File: src/rtl/decim_pkg.sv
// Shared constants, width helper and FIFO word type for the decimation window.
package decim_pkg;

    localparam int DEFAULT_DECIM_RATIO = 256;
    localparam int DEFAULT_FIFO_DEPTH  = 4;
    localparam int DEFAULT_OUT_WIDTH   = 16;
    localparam int DEFAULT_SEQ_WIDTH   = 8;

    // Bits needed to hold a window count of 0..ratio inclusive.
    function automatic int count_width(input int ratio);
        return $clog2(ratio + 1);
    endfunction

    typedef struct packed {
        logic [DEFAULT_OUT_WIDTH-1:0] count;
        logic [DEFAULT_SEQ_WIDTH-1:0] seq;
    } sample_t;

endpackage

File: src/rtl/decimation_window_if.sv
// Valid/ready sample channel from the decimation window to the readout stage.
interface decimation_window_if #(
    parameter int OUT_WIDTH = 16,
    parameter int SEQ_WIDTH = 8
) ();

    logic [OUT_WIDTH-1:0] sample_data;
    logic [SEQ_WIDTH-1:0] sample_seq;
    logic                 sample_valid;
    logic                 sample_ready;

    modport master (
        output sample_data,
        output sample_seq,
        output sample_valid,
        input  sample_ready
    );

    modport slave (
        input  sample_data,
        input  sample_seq,
        input  sample_valid,
        output sample_ready
    );

endinterface

File: src/rtl/decim_sample_fifo.sv
// Synchronous FIFO with a flop-based head; pointers carry an extra wrap bit
// so full and empty are distinguishable without a separate counter.
module decim_sample_fifo
    import decim_pkg::*;
#(
    parameter int  DEPTH  = DEFAULT_FIFO_DEPTH,
    parameter type word_t = sample_t
) (
    input  logic  clk,
    input  logic  reset,
    input  logic  push,
    input  word_t push_data,
    input  logic  pop,
    output word_t head,
    output logic  full,
    output logic  empty
);

    localparam int AW = $clog2(DEPTH);

    word_t       mem_q [DEPTH];
    word_t       mem_d [DEPTH];
    logic [AW:0] wr_ptr_q, wr_ptr_d;
    logic [AW:0] rd_ptr_q, rd_ptr_d;
    logic        do_push, do_pop;

    assign empty = (wr_ptr_q == rd_ptr_q);
    assign full  = (wr_ptr_q[AW] != rd_ptr_q[AW]) &&
                   (wr_ptr_q[AW-1:0] == rd_ptr_q[AW-1:0]);

    // A pop frees the slot in the same cycle, so a full FIFO still accepts a push.
    assign do_pop  = pop && !empty;
    assign do_push = push && (!full || do_pop);
    assign head    = mem_q[rd_ptr_q[AW-1:0]];

    always_comb begin
        mem_d    = mem_q;
        wr_ptr_d = wr_ptr_q;
        rd_ptr_d = rd_ptr_q;
        if (do_push) begin
            mem_d[wr_ptr_q[AW-1:0]] = push_data;
            wr_ptr_d = wr_ptr_q + (AW+1)'(1);
        end
        if (do_pop) begin
            rd_ptr_d = rd_ptr_q + (AW+1)'(1);
        end
    end

    always_ff @(posedge clk) begin
        if (reset) begin
            mem_q    <= '{default: '0};
            wr_ptr_q <= '0;
            rd_ptr_q <= '0;
        end else begin
            mem_q    <= mem_d;
            wr_ptr_q <= wr_ptr_d;
            rd_ptr_q <= rd_ptr_d;
        end
    end

endmodule

File: src/rtl/decimation_window.sv
// Counts ones in the registered ADC stream over windows of DECIM_RATIO enabled
// cycles and queues one sequence-tagged sample per window for readout.
module decimation_window
    import decim_pkg::*;
#(
    parameter int DECIM_RATIO = DEFAULT_DECIM_RATIO,
    parameter int OUT_WIDTH   = DEFAULT_OUT_WIDTH,
    parameter int FIFO_DEPTH  = DEFAULT_FIFO_DEPTH,
    parameter int SEQ_WIDTH   = DEFAULT_SEQ_WIDTH
) (
    input  logic                           clk,
    input  logic                           reset,
    input  logic                           enable,
    input  logic                           bit_in,
    decimation_window_if.master            out_if,
    output logic                           overrun,
    output logic [$clog2(DECIM_RATIO)-1:0] window_pos
);

    localparam int               POS_W    = $clog2(DECIM_RATIO);
    localparam int               CNT_W    = count_width(DECIM_RATIO);
    localparam logic [POS_W-1:0] LAST_POS = POS_W'(DECIM_RATIO - 1);

    typedef struct packed {
        logic [OUT_WIDTH-1:0] count;
        logic [SEQ_WIDTH-1:0] seq;
    } word_t;

    logic [POS_W-1:0]     pos_q, pos_d;
    logic [CNT_W-1:0]     acc_q, acc_d, acc_sum;
    logic [SEQ_WIDTH-1:0] seq_q, seq_d;
    logic                 overrun_q, overrun_d;
    logic                 push, pop, fifo_full, fifo_empty;
    word_t                push_word, head_word;

    assign pop = !fifo_empty && out_if.sample_ready;

    // The window's final bit is folded into the pushed value rather than the
    // accumulator, so the next window starts on the very next enabled cycle.
    always_comb begin
        acc_d     = acc_q;
        pos_d     = pos_q;
        seq_d     = seq_q;
        overrun_d = overrun_q;
        push      = 1'b0;
        acc_sum   = acc_q + CNT_W'(bit_in);
        push_word.count = OUT_WIDTH'(acc_sum);
        push_word.seq   = seq_q;
        if (enable) begin
            if (pos_q == LAST_POS) begin
                push  = 1'b1;
                acc_d = '0;
                pos_d = '0;
                seq_d = seq_q + SEQ_WIDTH'(1);
            end else begin
                acc_d = acc_sum;
                pos_d = pos_q + POS_W'(1);
            end
        end
        if (push && fifo_full && !pop) begin
            overrun_d = 1'b1;
        end
    end

    always_ff @(posedge clk) begin
        if (reset) begin
            acc_q     <= '0;
            pos_q     <= '0;
            seq_q     <= '0;
            overrun_q <= 1'b0;
        end else begin
            acc_q     <= acc_d;
            pos_q     <= pos_d;
            seq_q     <= seq_d;
            overrun_q <= overrun_d;
        end
    end

    decim_sample_fifo #(
        .DEPTH  (FIFO_DEPTH),
        .word_t (word_t)
    ) u_fifo (
        .clk       (clk),
        .reset     (reset),
        .push      (push),
        .push_data (push_word),
        .pop       (pop),
        .head      (head_word),
        .full      (fifo_full),
        .empty     (fifo_empty)
    );

    assign out_if.sample_data  = head_word.count;
    assign out_if.sample_seq   = head_word.seq;
    assign out_if.sample_valid = !fifo_empty;
    assign overrun             = overrun_q;
    assign window_pos          = pos_q;

endmodule

File: src/flat_wrapper.sv
// flat-port wrapper written by rule: the top's interface ports become plain ports
module decimation_window_flat import decim_pkg::*;
#(
    parameter int DECIM_RATIO = DEFAULT_DECIM_RATIO,
    parameter int OUT_WIDTH   = DEFAULT_OUT_WIDTH,
    parameter int FIFO_DEPTH  = DEFAULT_FIFO_DEPTH,
    parameter int SEQ_WIDTH   = DEFAULT_SEQ_WIDTH
)
  (clk, reset, enable, bit_in, overrun, window_pos, out_if_sample_data, out_if_sample_seq, out_if_sample_valid, out_if_sample_ready);
  decimation_window_if #(.OUT_WIDTH(OUT_WIDTH), .SEQ_WIDTH(SEQ_WIDTH)) out_if_i ();
  input  logic clk;
  input  logic reset;
  input  logic enable;
  input  logic bit_in;
  output logic overrun;
  output logic [$clog2(DECIM_RATIO)-1:0] window_pos;
  output wire logic [$bits(out_if_i.sample_data)-1:0] out_if_sample_data;
  output wire logic [$bits(out_if_i.sample_seq)-1:0] out_if_sample_seq;
  output wire logic [$bits(out_if_i.sample_valid)-1:0] out_if_sample_valid;
  input wire logic [$bits(out_if_i.sample_ready)-1:0] out_if_sample_ready;
  assign out_if_sample_data = out_if_i.sample_data;
  assign out_if_sample_seq = out_if_i.sample_seq;
  assign out_if_sample_valid = out_if_i.sample_valid;
  assign out_if_i.sample_ready = out_if_sample_ready;
  decimation_window #(.DECIM_RATIO(DECIM_RATIO), .OUT_WIDTH(OUT_WIDTH), .FIFO_DEPTH(FIFO_DEPTH), .SEQ_WIDTH(SEQ_WIDTH)) u_core (.clk(clk), .reset(reset), .enable(enable), .bit_in(bit_in), .out_if(out_if_i), .overrun(overrun), .window_pos(window_pos));
endmodule
File: config.mk
export PLATFORM = sky130hd
export DESIGN_NAME = decimation_window_flat
export DESIGN_NICKNAME = d
export VERILOG_FILES = /design/src/rtl/decim_pkg.sv /design/src/rtl/decimation_window_if.sv /design/src/rtl/decim_sample_fifo.sv /design/src/rtl/decimation_window.sv /design/src/flat_wrapper.sv
export SDC_FILE = /design/constraint.sdc
export NUM_CORES = 1
export LEC_CHECK = 0
export CAP_MARGIN = 20
export CORE_UTILIZATION = 62
export CTS_CLUSTER_DIAMETER = 100
export DETAILED_ROUTE_END_ITERATION = 8
export PLACE_DENSITY = 0.95
export SYNTH_ARGS = -nofsm -noshare
export SYNTH_HDL_FRONTEND = slang
export SYNTH_SLANG_ARGS = --single-unit
File: constraint.sdc
create_clock -name clk -period 3.3 [get_ports clk]
set_input_delay 0.66 -clock clk [delete_from_list [all_inputs] [get_ports clk]]
set_output_delay 0.66 -clock clk [all_outputs]
set_load 0.02 [all_outputs]
==> impl_metrics.env <==
export IMPL_ant_nets=0
export IMPL_drc=0
export IMPL_pre_cts_ws_ns=0.3812
export IMPL_combinationalPowerShare_pct=2.7
export IMPL_drt_total_wl_um=11930
export IMPL_cts_tree="yes"
export IMPL_fp_dieW_um=88.67
export IMPL_dp_hpwl_um=7316
export IMPL_whs_ns=0.4785
export IMPL_dieArea_mm2=0.007861
export IMPL_setup_viol=0
export IMPL_p_per_area_mw_per_mm2=428.6
export IMPL_timing_fmax_mhz=327.9
export IMPL_synth_largest_area_cell="dfxtp_1"
export IMPL_numCtsBuffers=9
export IMPL_yosysMostFrequentCell="dfxtp_1"
export IMPL_p_leak_nw=1.672
export IMPL_antenna_found_initial=0
export IMPL_relSlewSlack_pct=31.42
export IMPL_sequentialPowerShare_pct=54.4
export IMPL_netlist_area_mm2=0.004657
export IMPL_worstPathArrival_ns=2.39
export IMPL_path_class="reg -> out"
export IMPL_gp_congestion=0.8031
export IMPL_synthDistinctLibCells=40
export IMPL_ir_worst_vdd_mv=0.2741
export IMPL_rr_endpoint="u_core.u_fifo.mem_q[77]$_SDFFE_PP0P_"
export IMPL_fin_skew_ns=0.008538
export IMPL_fin_crit_ns=3.050
export IMPL_synth_top_cells_by_area="dfxtp_1, a21oi_1, mux4_2"
export IMPL_clock_sinks=100
export IMPL_period_share_pct=92.41
export IMPL_swShare_pct=22.20
export IMPL_synth_edf_count=0
export IMPL_cp_cell_sequence="buf_12 -> mux4_2 -> clkdlybuf4s50_1"
export IMPL_insertion_delay_ns=0.38
export IMPL_vias=4272
export IMPL_grt_pass1_wl_um=18730
export IMPL_wl_per_cell_um=18.85
export IMPL_cts_max_path_buffers=2
export IMPL_crit_path_max_incr_delay_ns=0.66
export IMPL_syn_avg_cell_area_um2=8.837
export IMPL_dr_pass1_iters=5
export IMPL_grt_remaining_overflow=0
export IMPL_antenna_cells=0
export IMPL_p_sw_w=0.0004955
export IMPL_reg2reg_depth=5
export IMPL_drt_iter0_markers=471
export IMPL_cts_setup_buffers=0
export IMPL_crit_path_end="out_if_sample_data[1]"
export IMPL_crit_path_start="u_core.u_fifo.rd_ptr_q[0]$_SDFFE_PP0P_"
export IMPL_slew_viol_final=0
export IMPL_crit_path_top_delay_cell="dfxtp_1"
export IMPL_cts_hold_buffers=0
export IMPL_status="completed"
export IMPL_fp_row_count=31
export IMPL_total_power_w=0.002232
export IMPL_internal_power_w=0.001736
export IMPL_rr_startpoint="u_core.u_fifo.rd_ptr_q[0]$_SDFFE_PP0P_"
export IMPL_endpoint_kind="output pin"
export IMPL_crit_required_ns=2.64
export IMPL_fin_nets=544
export IMPL_hold_viol=0
export IMPL_async_flop_share_pct=0
export IMPL_synthCells=527
export IMPL_rsz0062_at_grt="no"
export IMPL_rrSetupSlack_ns=0.60
export IMPL_drv_cap=0
export IMPL_clkTransAtPathRegs_ns=0.09
export IMPL_num_io_pins=39
export IMPL_layout_drive_gt1_share_pct=9.551
export IMPL_via_per_inst=6.749
export IMPL_dieHeight_um=88.67
export IMPL_core_area_mm2=0.007253
export IMPL_power_frac_clock_pct=42.9
export IMPL_critPathMaxFanout=13
export IMPL_timing_setup_tns_ns=0
export IMPL_cts_root_buffer="clkbuf_8"
export IMPL_synth_common_cells="dfxtp_1, a21oi_1, nand3_1"
export IMPL_io_buffer_count=31
export IMPL_area_growth_pct=11.82
export IMPL_grt_max_degree=101
export IMPL_setup_slack_ns=0.2503
export IMPL_cts_htree_levels=3
export IMPL_start_util_pct=64.21
export IMPL_worstSetupStartpointType="flop"
export IMPL_hp_class="reg -> reg"
export IMPL_ys_seq_area_share_pct=42.99
export IMPL_grtUsageTotal_pct=31.48
export IMPL_yosys_warnings=0
export IMPL_worst_pin_slew_ns=1.029
export IMPL_first_global_vias=3930
export IMPL_synth_ff_type="dfxtp_1"
export IMPL_post_cts_resized=0
export IMPL_synth_seq_cells=100
export IMPL_netlist_area_leader_share_pct=42.99
-- registers in the layout, indices dropped and copies added, names as in the netlist --
name / cells
u_core.u_fifo.wr_ptr_q: 3
u_core.u_fifo.rd_ptr_q: 3
u_core.window_pos: 8
u_core.u_fifo.mem_q: 68
u_core.acc_q: 9
u_core.seq_q: 8
u_core.overrun: 1
-- cells in the final DEF, fill, tap and decap left out, types with 3 or more instances in the layout --
| master | instances |
|---|---|
| a211oi_1 | 16 |
| a21oi_1 | 78 |
| a22oi_1 | 5 |
| a31oi_1 | 8 |
| and3_1 | 5 |
| buf_4 | 10 |
| bufinv_16 | 3 |
| clkbuf_8 | 9 |
| clkdlybuf4s50_1 | 30 |
| conb_1 | 7 |
| dfxtp_1 | 100 |
| ha_1 | 9 |
| inv_1 | 3 |
| mux4_2 | 17 |
| nand2_1 | 15 |
| nand3_1 | 62 |
| nand4_1 | 5 |
| nor2_1 | 28 |
| nor3_1 | 19 |
| o21a_1 | 4 |
| o21ai_0 | 56 |
| or3_1 | 4 |
| xnor2_1 | 8 |
| xor2_1 | 9 |
-- power by group through the flow --
stage	clock network, W	registers, W	logic [W]
after CTS	0.000966	0.00121	0.0000592
after global routing	0.00101	0.00121	0.0000648
after detailed placement	0	0.00124	0.0000587
after floorplan	0	0.00124	0.0000465
final	0.000958	0.00121	0.0000605
after global placement	0	0.00124	0.0000571
-- through the flow --
| step | utilization [%] | std cells | cell area, um2 |
|---|---|---|---|
| 5_1_grt | 71.80 | 633 | 5207 |
| 4_1_cts | 71.80 | 633 | 5207 |
| 3_3_place_gp | 68.41 | 618 | 4962 |
| 6_report | 71.80 | 633 | 5207 |
| 3_5_place_dp | 68.41 | 618 | 4962 |
| 2_1_floorplan | - | 533 | 4679 |
-- critical path: cells and delay by family (launching register included) --
family / cells / cell delay [ns]
multiplexers: 1 / 0.55
flip-flops: 1 / 0.66
buffers and inverters: 2 / 0.80
-- cell families after synthesis --
group / synth area share [%]
AOI/OAI and AO/OA: 20.15
DFF: 42.99
xor gates and xnor gates: 3.547
other: 0.08052
muxes: 8.651
buffers and inverters: 6.072
adders and majority gates: 2.418
and+or+nand+nor: 16.09
-- metal layers --
layer	routed length [um]	track usage [%]	vias to the layer above
met3	897	8.302	50
met1	4552	37.57	2052
li1	-	-	1916
met4	430	14.52	0
met2	6049	53.15	254
met5	0	0	-
-- how the worst min path moves through the flow --
stage / startpoint / slack [ns] / cells after the start / endpoint
after CTS: u_core.u_fifo.mem_q[28]$_SDFFE_PP0P_ / 0.48 / 2 / u_core.u_fifo.mem_q[28]$_SDFFE_PP0P_
after global routing: u_core.u_fifo.mem_q[9]$_SDFFE_PP0P_ / 0.50 / 2 / u_core.u_fifo.mem_q[9]$_SDFFE_PP0P_
after floorplan: u_core.u_fifo.mem_q[31]$_SDFFE_PP0P_ / 0.45 / 2 / u_core.u_fifo.mem_q[31]$_SDFFE_PP0P_
after detailed placement: u_core.u_fifo.mem_q[28]$_SDFFE_PP0P_ / 0.46 / 2 / u_core.u_fifo.mem_q[28]$_SDFFE_PP0P_
after global placement: u_core.u_fifo.mem_q[32]$_SDFFE_PP0P_ / 0.46 / 2 / u_core.u_fifo.mem_q[32]$_SDFFE_PP0P_
final: u_core.u_fifo.mem_q[74]$_SDFFE_PP0P_ / 0.48 / 2 / u_core.u_fifo.mem_q[74]$_SDFFE_PP0P_
-- layout make-up --
class                   instances  area (um2)
flip-flops and latches        100        2002
repair buffers                 43       420.4
inverters                       3       11.26
multi-input cells             373        2405
clock inverters                 6       121.4
well taps                      99       123.9
clock buffers                   9       123.9
fillers                       500        2046
(Power assumes the default switching activity.)
